## config.mk

```make
export PLATFORM = sky130hd
export DESIGN_NAME = n101_pwm8_seq
export DESIGN_NICKNAME = d
export VERILOG_FILES = /design/src/rtl/n101_pwm8_seq.sv
export SDC_FILE = /design/constraint.sdc
export NUM_CORES = 1
export LEC_CHECK = 0
export CAP_MARGIN = 15
export CELL_PAD_IN_SITES_DETAIL_PLACEMENT = 1
export CELL_PAD_IN_SITES_GLOBAL_PLACEMENT = 2
export CORE_ASPECT_RATIO = 2
export CORE_MARGIN = 8
export CORE_UTILIZATION = 35
export CTS_CLUSTER_SIZE = 14
export DETAILED_ROUTE_END_ITERATION = 10
export PLACE_DENSITY = 0.9
export SLEW_MARGIN = 10
export SYNTH_ARGS = -nofsm -noshare
export SYNTH_HDL_FRONTEND = slang
export SYNTH_SLANG_ARGS = --single-unit
```

## constraint.sdc

```tcl
create_clock -name clock -period 9.2 [get_ports clock]
set_input_delay 1.38 -clock clock [delete_from_list [all_inputs] [get_ports clock]]
set_output_delay 1.38 -clock clock [all_outputs]
set_load 0.01 [all_outputs]
```

## src/rtl/n101_pwm8_seq.sv

```systemverilog
// Duty-cycle sequencer that drives n101_pwm8_core cmp write ports for ramp, triangle and sawtooth fades.
// Optional gamma output mapping is enabled by defining N101_PWM_SEQ_GAMMA_EN.
module n101_pwm8_seq #(
   parameter int HOLD_W = 8
) (
   input  logic              clock,
   input  logic              reset,
   input  logic              start,
   input  logic              stop,
   input  logic [1:0]        cfg_mode,
   input  logic [7:0]        cfg_min,
   input  logic [7:0]        cfg_max,
   input  logic [7:0]        cfg_step,
   input  logic [HOLD_W-1:0] cfg_hold,
   input  logic [3:0]        cfg_chmask,
`ifdef N101_PWM_SEQ_GAMMA_EN
   input  logic              cfg_gamma,
`endif
   input  logic              pwm_ip0,
   output logic [3:0]        cmp_wr_valid,
   output logic [7:0]        cmp_wr_bits,
   output logic              busy,
   output logic [7:0]        duty,
   output logic              dir_down,
   output logic              done
);

   localparam logic [2:0] S_IDLE = 3'd0;
   localparam logic [2:0] S_LOAD = 3'd1;
   localparam logic [2:0] S_WAIT = 3'd2;
   localparam logic [2:0] S_UPD  = 3'd3;
   localparam logic [2:0] S_FIN  = 3'd4;

   logic [2:0]        state_q, state_d;
   logic [1:0]        mode_q, mode_d;
   logic [7:0]        min_q, min_d;
   logic [7:0]        max_q, max_d;
   logic [7:0]        step_q, step_d;
   logic [HOLD_W-1:0] hold_q, hold_d;
   logic [3:0]        mask_q, mask_d;
   logic [HOLD_W-1:0] cnt_q, cnt_d;
   logic [7:0]        duty_q, duty_d;
   logic              dir_q, dir_d;
   logic              ip0_q;
   logic              tick;
   logic              wr_en;
   logic [8:0]        up_sum;
   logic signed [8:0] dn_diff;

   assign tick    = pwm_ip0 & ~ip0_q;
   assign up_sum  = {1'b0, duty_q} + {1'b0, step_q};
   assign dn_diff = $signed({1'b0, duty_q}) - $signed({1'b0, step_q});

   always_comb begin
      state_d = state_q;
      mode_d  = mode_q;
      min_d   = min_q;
      max_d   = max_q;
      step_d  = step_q;
      hold_d  = hold_q;
      mask_d  = mask_q;
      cnt_d   = cnt_q;
      duty_d  = duty_q;
      dir_d   = dir_q;
      wr_en   = 1'b0;
      case (state_q)
         S_IDLE: begin
            if (start && !stop) begin
               mode_d  = cfg_mode;
               min_d   = cfg_min;
               max_d   = cfg_max;
               step_d  = (cfg_step == 8'd0) ? 8'd1 : cfg_step;
               hold_d  = (cfg_hold == '0) ? HOLD_W'(1) : cfg_hold;
               mask_d  = cfg_chmask;
               state_d = S_LOAD;
            end
         end
         S_LOAD: begin
            wr_en  = 1'b1;
            cnt_d  = hold_q;
            dir_d  = (mode_q == 2'd1);
            duty_d = (mode_q == 2'd1) ? max_q : min_q;
            state_d = (min_q >= max_q) ? S_FIN : S_WAIT;
         end
         S_WAIT: begin
            if (tick) begin
               cnt_d = cnt_q - HOLD_W'(1);
               if (cnt_q == HOLD_W'(1)) state_d = S_UPD;
            end
         end
         S_UPD: begin
            wr_en   = 1'b1;
            cnt_d   = hold_q;
            state_d = S_WAIT;
            if (!dir_q) begin
               if (up_sum >= {1'b0, max_q}) begin
                  // Sawtooth wraps straight to min so max itself is never emitted
                  if (mode_q == 2'd3) begin
                     duty_d = min_q;
                  end else if (mode_q == 2'd2) begin
                     duty_d = max_q;
                     dir_d  = 1'b1;
                  end else begin
                     duty_d  = max_q;
                     state_d = S_FIN;
                  end
               end else begin
                  duty_d = up_sum[7:0];
               end
            end else begin
               if (dn_diff <= $signed({1'b0, min_q})) begin
                  duty_d = min_q;
                  if (mode_q == 2'd2) dir_d = 1'b0;
                  else                state_d = S_FIN;
               end else begin
                  duty_d = dn_diff[7:0];
               end
            end
         end
         S_FIN:   state_d = S_IDLE;
         default: state_d = S_IDLE;
      endcase
      // Abort outranks any same-cycle update: nothing written, state frozen
      if (stop && state_q != S_IDLE) begin
         state_d = S_IDLE;
         cnt_d   = cnt_q;
         duty_d  = duty_q;
         dir_d   = dir_q;
         wr_en   = 1'b0;
      end
   end

`ifdef N101_PWM_SEQ_GAMMA_EN
   logic        gamma_q, gamma_d;
   logic [15:0] sq;
   assign gamma_d = (state_q == S_IDLE && start && !stop) ? cfg_gamma : gamma_q;
   assign sq      = {8'd0, duty_d} * {8'd0, duty_d};
   assign cmp_wr_bits = gamma_q ? sq[15:8] : duty_d;
   always_ff @(posedge clock or posedge reset) begin
      if (reset) gamma_q <= 1'b0;
      else       gamma_q <= gamma_d;
   end
`else
   assign cmp_wr_bits = duty_d;
`endif

   assign cmp_wr_valid = wr_en ? mask_q : 4'd0;
   assign busy         = (state_q != S_IDLE);
   assign duty         = duty_q;
   assign dir_down     = dir_q;
   assign done         = (state_q == S_FIN) && !stop;

   always_ff @(posedge clock or posedge reset) begin
      if (reset) begin
         state_q <= S_IDLE;
         mode_q  <= 2'd0;
         min_q   <= 8'd0;
         max_q   <= 8'd0;
         step_q  <= 8'd0;
         hold_q  <= '0;
         mask_q  <= 4'd0;
         cnt_q   <= '0;
         duty_q  <= 8'd0;
         dir_q   <= 1'b0;
         ip0_q   <= 1'b0;
      end else begin
         state_q <= state_d;
         mode_q  <= mode_d;
         min_q   <= min_d;
         max_q   <= max_d;
         step_q  <= step_d;
         hold_q  <= hold_d;
         mask_q  <= mask_d;
         cnt_q   <= cnt_d;
         duty_q  <= duty_d;
         dir_q   <= dir_d;
         ip0_q   <= pwm_ip0;
      end
   end

endmodule

```

# Word-level counts from Yosys, hierarchy flattened
# Index checks and enable logic that the tools add are counted.
# word_totals
regBits	59
input_bits	43
output_inout_bits	23
elab_cells	79
# classes
n_addsub	3
n_lt_le_gt_ge	3
eq_ne	12
mux	32
n_bitwise	3
reduce_logical	15
# op_table
operator	n
$mux 8	9
$pmux 8 s2	2
$mux 3	10
$logic_not 8->1	2
$pmux 3 s4	1
$add 8x8->9	1
$ge 9x8->1	1
$le 9x9->1	1
$ne 3x3->1 const B	3
$sub 8x8->9	1
$eq 8x1->1 const B	1
$ge 8x8->1	1
$mux 1	8
$sub 8x1->8 const B	1
$eq 3x2->1 const B	2
$reduce_and 3->1	2
$eq 2x2->1 const B	2
$mux 4	1
$reduce_and 2->1	2
$reduce_bool 2->1	2
$eq 3x1->1 const B	1
$eq 3x3->1 const B	1
$logic_and 1x1->1	3
$logic_not 3->1	1
other kinds (8)	9

# Logic depth before layout (Yosys ltp)
# Gate-level depths: netlist (run 1).
# logic_depth
depth_word	7
depth_mapped	16
depth_no_buf	15

# Worst setup path after synthesis (run 1)
# Ideal clock, no wire load.
# synth_path
path_type	reg-to-output
start	register duty_q[0] (netlist: duty[0])
end	output port cmp_wr_bits[7]
t_arrival_ns	3.314
required_time_ns	7.820
path_slack_ns	4.506
path_stages_with_launch	16
path_buffers	1
path_cell_list	dfrtp_1 inv_1 ha_1 fa_1 nand2b_1 a21oi_1 o31ai_2 xnor2_1 ha_1 o21ai_0 nand2b_1 a21oi_1 a2111oi_4 buf_4 o211ai_1 a221o_1
# synth_between
elab_chain_cells	6
word_cells_on_any_way	9
cone_classes	add/sub (2); order compare (2); mux (5)
# synth_lines
element	line_no	source
start, declared	42	logic [7:0] duty_q, duty_d;
start signal, assigned	175	duty_q <= duty_d;
$add 8x8->9 / $sub 8x8->9 (equally long branches)	51, 52	
$ge 9x8->1 / $le 9x9->1 (equally long branches)	96, 111	
$mux 8 (on tied branches)	96, 111	
$mux 8 (*)	95	if (!dir_q) begin
$pmux 8 s2 (*)	66	case (state_q)
$mux 8 (*)	124	if (stop && state_q != S_IDLE) begin
end, declared	21	output logic [7:0] cmp_wr_bits,
# Every way passes the cells marked *; elsewhere a longest branch is shown, timed or not.

# Worst setup path in the final report (run 1)
# layout_path
start	register duty_q[0] (netlist: duty[0])
end	output port cmp_wr_bits[4]
# The elaborated chain is that of the path after synthesis.

==> flow_metrics.tcl, run 1 <==
set metrics [dict create \
    setup_tns_ps 0 \
    synth_area_per_cell_um2 9.315 \
    synth_top_family_by_area "compound AO/OA/AOI/OAI gates" \
    vdd_drop_max_mv 0.2400 \
    drtAntennaViolNets 0 \
    syn_to_final_growth_pct 26.57 \
    grt_first_pass_wirelength_mm 20.16 \
    end_kind "output pin" \
    diodes 0 \
    cts.root.buffer_cell "clkbuf_16" \
    hold_path.class "reg2reg" \
    layout.nets 600 \
    cts_tree "done" \
    synth_top_cell_by_area "dfrtp_1" \
    fp.dieH_um 171.5 \
    cts_setup_buffers 0 \
    synth_edf_count 0 \
    hold_violations 0 \
    slew_headroom 0.2916 \
    path_class "reg2out" \
    leakagePower_uw 0.002314 \
    worst_ep_required_time_ps 7820 \
    slew_violations 0 \
    fin_skew_ps 10.67 \
    syn_nets 541 \
    synth_area_leaders "dfrtp_1 (35%), ha_1 (12%), mux2_2 (9.6%)" \
    worst_slew_pin_slew_ps 1060 \
    numCtsBuffers 9 \
    synth.area.mux_share 0.1077 \
    synthAdderAreaFrac 0.1337 \
    grt_pass1_vias 3834 \
    finish.utilization 0.4467 \
    routed_via_density 5.427 \
    setup_viol 0 \
    groute.usage.overall 0.1591 \
    cp_slowest_cell "a2111oi_4" \
    drv_cap 0 \
    synthXorXnorAreaFrac 0.02278 \
    start_util 0.3530 \
    insertion_delay_ps 340 \
    ios 66 \
    drive_gt1_frac 0.1255 \
    antenna_found_initial 0 \
    drcViolationCount 0 \
    async_flop_share 1.000 \
    routabilityCongestion 0.8732 \
    timing.final.crit_share 0.6696 \
    worstPathCellList "inv_1 -> ha_1 -> fa_1 -> nand2b_1 -> a21oi_1 -> o31ai_2 -> xnor2_1 -> ha_1 -> o21ai_0 -> nand2b_1 -> a21oi_1 -> a2111oi_4 -> mux2i_1 -> o21ai_0 -> o21bai_1 -> clkdlybuf4s50_1" \
    yosys.area_share.simple 0.1337 \
    cts_resized 0 \
    path_delay_family "compound AO/OA/AOI/OAI gates" \
    status "finished clean" \
    clock_path_buffers 2 \
    core_area_um2 11980 \
    yosysTopAreaCellShare 0.3491 \
    critPathLaunchType "register" \
    cp.arrival_ps 4780 \
    via_count 3609 \
    power.density_nw_per_um2 466.0 \
    critPathMaxFanout 15 \
    yosysWarnings 0 \
    period_needed_ps 6160 \
    wl_mm 12.20 \
    rsz0062_at_grt "no" \
    syn_area_um2 4229 \
    first_pass_iters 4 \
    dieArea_um2 16070 \
    dr.first_iter.drc_count 183 \
    slowest_delay_ps 890 \
    ys_dominant_reg_cell "dfrtp_1" \
    grt_max_degree 60 \
    crit_buf_inv 2 \
    max_freq_mhz 162.3 \
    grt_overflow 0 \
    fill_cells 1400 \
    fp-row-count 57 \
    clk_transition_reported_paths_ps 60 \
    clkSinkCount 59 \
    dpl.hpwl_mm 9.174 \
    ys_seq_area_frac 0.3491 \
    cts_htree_levels 3 \
    fp.dieW_um 93.73 \
    synth-seq-cells 59 \
    synth_cell_types 61 \
    synth_compound_area_frac 0.1973 \
    portBuffers 65 \
    hold_buffers 0 \
    synthCells 454 \
    wl_per_cell_um 18.34 \
]
==> synth_stat cells, drive strengths merged, types with 2 or more instances <==
master    n
a2111oi   2
a211oi    2
a21o      3
a21oi    37
a22o      2
a22oi     6
a31oi     3
a32oi     2
and2      4
and3      2
buf       8
clkbuf   12
dfrtp    59
fa        2
ha       42
inv      39
mux2     36
mux2i     5
nand2    28
nand2b    9
nand3     7
nand3b    2
nand4     5
nor2     33
nor2b     6
nor3     12
nor4      4
o211ai    5
o21a      3
o21ai    33
o21bai    5
o221ai    3
o311a     2
o31a      4
o31ai     2
xnor2     7
xor2      4
==> power by group <==
group	switching [µW]	internal (µW)	leakage, µW
combinational	870	693	0.00143
clock	134	272	0.000169
sequential	142	383	0.000713
==> worst register-to-register path: stages (launching register included) <==
cell	delay, ps
dfrtp_1	390
inv_1	60
ha_1	230
fa_1	420
nand2b_1	180
a21oi_1	220
o31ai_2	130
xnor2_1	170
ha_1	330
o21ai_0	100
nand2b_1	90
a21oi_1	100
a2111oi_4	890
nand3b_1	230
o311ai_1	170
nor3b_1	200
==> through the flow <==
step           hold slack [ps]  power [µW]  std cells  worst slack, ps  area (µm²)
4_1_cts                  500.7        2515        665             3042        5353
3_5_place_dp             487.6        2081        649             3444        5002
3_3_place_gp             471.5        2041        649             3597        5002
2_1_floorplan            449.7        1632        454             4506        4229
6_report                 495.2        2494        665             3040        5353
5_1_grt                  526.3        2721        665             2765        5353
==> cell families (layout without fill, tap and decap cells) <==
family          Yosys count  after routing
simple gates            117            117
xor+xnor                 11             11
mux                      41             41
compound gates          123            123
buf+inv                  59            123
fa+ha+maj                44             44
flops                    59             59
==> routing by layer <==
metal	part of all wire	global-route usage	routed length, µm
met5	0	0	0
met4	0.019	0.06532	235
met3	0.057	0.03759	694
met2	0.49	0.2591	5975
met1	0.43	0.1948	5289
==> path summary, 6_finish.rpt <==
path,slack [ps],start,end,cells after the start
max in group asynchronous,7100,reset,duty[3],3
min,500,mask_q[0],mask_q[0],1
max reg2reg,5140,duty[0],state_q[2],15
max,3040,duty[0],cmp_wr_bits[4],16
min reg2reg,500,mask_q[0],mask_q[0],1
min in group asynchronous,1600,reset,mask_q[3],3
==> cells in the final DEF (no fill, tap or decap), types with 6 or more instances in the layout <==
cell type	netlist	layout
clkdlybuf4s50_1	0	65
dfrtp_1	59	59
ha_1	42	42
inv_1	39	38
mux2_2	36	36
a21oi_1	36	36
nor2_1	33	33
o21ai_0	31	31
nand2_1	28	28
nor3_1	12	12
nand2b_1	9	9
clkbuf_16	0	9
xnor2_1	7	7
nor2b_1	6	6
nand3_1	7	6
a22oi_1	6	6
==> cell type report <==
cell class                 count  area, µm²  area share
tap                          147      183.9     0.03436
inverter                      39      146.4     0.02735
timing repair buffer          68      673.1      0.1258
sequential                    59       1476      0.2758
clock buffer                  10      239.0     0.04465
multi-input combinational    336       2522      0.4712
clock inverter                 6      111.4     0.02080
==> registers in the layout (all words and copies together), names as in the netlist <==
register / count
cnt_q: 8
duty: 8
hold_q: 8
max_q: 8
min_q: 8
step_q: 8
mask_q: 4
state_q: 3
mode_q: 2
dir_down: 1
ip0_q: 1
(Power assumes the default switching activity.)
==> run 2: changes to the inputs <==
--- a/config.mk
+++ b/config.mk
@@ -10,10 +10,10 @@
 export CELL_PAD_IN_SITES_GLOBAL_PLACEMENT = 2
 export CORE_ASPECT_RATIO = 2
 export CORE_MARGIN = 8
-export CORE_UTILIZATION = 35
+export CORE_UTILIZATION = 34
 export CTS_CLUSTER_SIZE = 14
 export DETAILED_ROUTE_END_ITERATION = 10
-export PLACE_DENSITY = 0.9
+export PLACE_DENSITY = 0.88
 export SLEW_MARGIN = 10
 export SYNTH_ARGS = -nofsm -noshare
 export SYNTH_HDL_FRONTEND = slang
==> constraint.sdc (replaced) <==
create_clock -name clock -period 6.1 [get_ports clock]
set_input_delay 0.915 -clock clock [delete_from_list [all_inputs] [get_ports clock]]
set_output_delay 0.915 -clock clock [all_outputs]
set_load 0.01 [all_outputs]
==> run 2 against run 1 <==
Net effect: global-route usage up 1.2 points; largest cell class unchanged; critical path depth up 1; largest power group unchanged; register-to-register slack worse by 3100 ps; die area up 2.5%.
==> flow_metrics.tcl, run 2 (synthesized netlist as in run 1, its figures left out) <==
set metrics [dict create \
    status "finished clean" \
    fp-row-count 57 \
    fin_ws_ps 453.5 \
    clock_path_buffers 2 \
    cp.arrival_ps 4730 \
    slew_violations 0 \
    wl_mm 13.45 \
    drv_cap 0 \
    layout.cells.most_common "clkdlybuf4s50_1" \
    setup_tns_ps 0 \
    dr.first_iter.drc_count 168 \
    hold_path.class "reg2reg" \
    cts_tree "done" \
    period_needed_ps 5647 \
    fp.dieH_um 173.7 \
    dieArea_um2 16480 \
    drtAntennaViolNets 0 \
    grt_max_degree 60 \
    critPathMaxFanout 8 \
    dpl.hpwl_mm 10.80 \
    core_area_um2 12120 \
    timing.final.crit_share 0.9257 \
    worst_slew_pin_slew_ps 1015 \
    end_kind "output pin" \
    fin_skew_ps 10.79 \
    power.density_nw_per_um2 701.1 \
    ios 66 \
    critPathLaunchType "register" \
    hold_violations 0 \
    cts.root.buffer_cell "clkbuf_16" \
    layout.nets 602 \
    drive_gt1_frac 0.1231 \
    vdd_drop_max_mv 0.3048 \
    slew_headroom 0.3224 \
    setup_viol 0 \
    syn_to_final_growth_pct 25.12 \
    grt_overflow 0 \
    rsz0062_at_grt "no" \
    fp.dieW_um 94.86 \
    post-place-ws_ps 817.2 \
    drcViolationCount 0 \
    wl_per_cell_um 20.16 \
    grt_first_pass_wirelength_mm 21.60 \
    max_freq_mhz 177.1 \
    portBuffers 65 \
    clk_transition_reported_paths_ps 60 \
    antenna_found_initial 0 \
    clkSinkCount 59 \
    hold_buffers 0 \
    routed_via_density 5.576 \
    insertion_delay_ps 330 \
    leakagePower_uw 0.002293 \
    routabilityCongestion 0.9159 \
    via_count 3719 \
    grt_pass1_vias 4320 \
    path_class "reg2out" \
    numCtsBuffers 9 \
    cts_htree_levels 3 \
    diodes 0 \
    start_util 0.3488 \
    groute.usage.overall 0.1709 \
    cts_resized 0 \
    layout_common_cells "clkdlybuf4s50_1 (65), dfrtp_1 (59), ha_1 (42)" \
    worst_ep_required_time_ps 5180 \
    first_pass_iters 5 \
    cts_setup_buffers 0 \
]
## run 2: changes by cell type in the layout (fill, tap and decap cells not counted), sizes merged
cell,delta
clkinv,+1
inv,-1
buf,+2
clkbuf,+4
clkinvlp,-1
bufinv,-3
## run 2: critical path, cell delays in order, from the launching register on
cell and delay (ps):
dfrtp_1 390, inv_1 60, ha_1 230, fa_1 430, nand2b_1 220, a21oi_1 240
o31ai_2 130, xnor2_1 170, ha_1 340, o21ai_0 110, nand2b_1 100, a21oi_1 100
a2111oi_4 580, buf_4 280, mux2i_1 90, o21ai_0 170, o21bai_1 180, clkdlybuf4s50_1 580
## run 2: metrics by stage
stage | util | hold WS, ps | instance area [µm²] | total power [µW] | cells
final | 0.4364 | 504.2 | 5291 | 3710 | 667
after detailed placement | 0.4138 | 489.5 | 5017 | 3223 | 651
after floorplan | - | 449.7 | 4229 | 2461 | 454
after global routing | 0.4364 | 520.0 | 5291 | 4009 | 667
after CTS | 0.4364 | 505.8 | 5291 | 3733 | 667
after global placement | 0.4138 | 470.8 | 5017 | 3113 | 651
## run 2: power breakdown
part,switching [µW],total (µW),internal [µW]
clock,183,479,296
combinational,1370,2430,1060
sequential,223,801,578
## run 2: path summary, 6_finish.rpt
path	start	to	slack [ps]	cells past startpoint
worst min-delay path	hold_q[4]	hold_q[4]	500	1
min in group asynchronous	reset	duty[7]	1110	3
worst max-delay path	duty[0]	cmp_wr_bits[3]	450	17
worst min register to register	hold_q[4]	hold_q[4]	500	1
worst max register to register	duty[0]	duty[3]	2070	16
max in group asynchronous	reset	duty[1]	4450	3
## run 2: cell type report
cell class / count / area [µm²]
fillers: 1411 / 6833
well taps: 147 / 183.9
inverters: 39 / 146.4
clock buffers: 14 / 264.0
repair buffers: 70 / 688.2
clock inverters: 2 / 10.01
multi-input cells: 336 / 2522
flip-flops and latches: 59 / 1476
## run 2: per-layer routing
| layer | up-vias | GRT usage | share of wire |
|---|---|---|---|
| li1 | 1744 | - | - |
| met1 | 1842 | 0.1470 | 0.32 |
| met2 | 91 | 0.3321 | 0.59 |
| met3 | 42 | 0.03167 | 0.030 |
| met4 | 0 | 0.1121 | 0.055 |
| met5 | - | 0 | 0 |
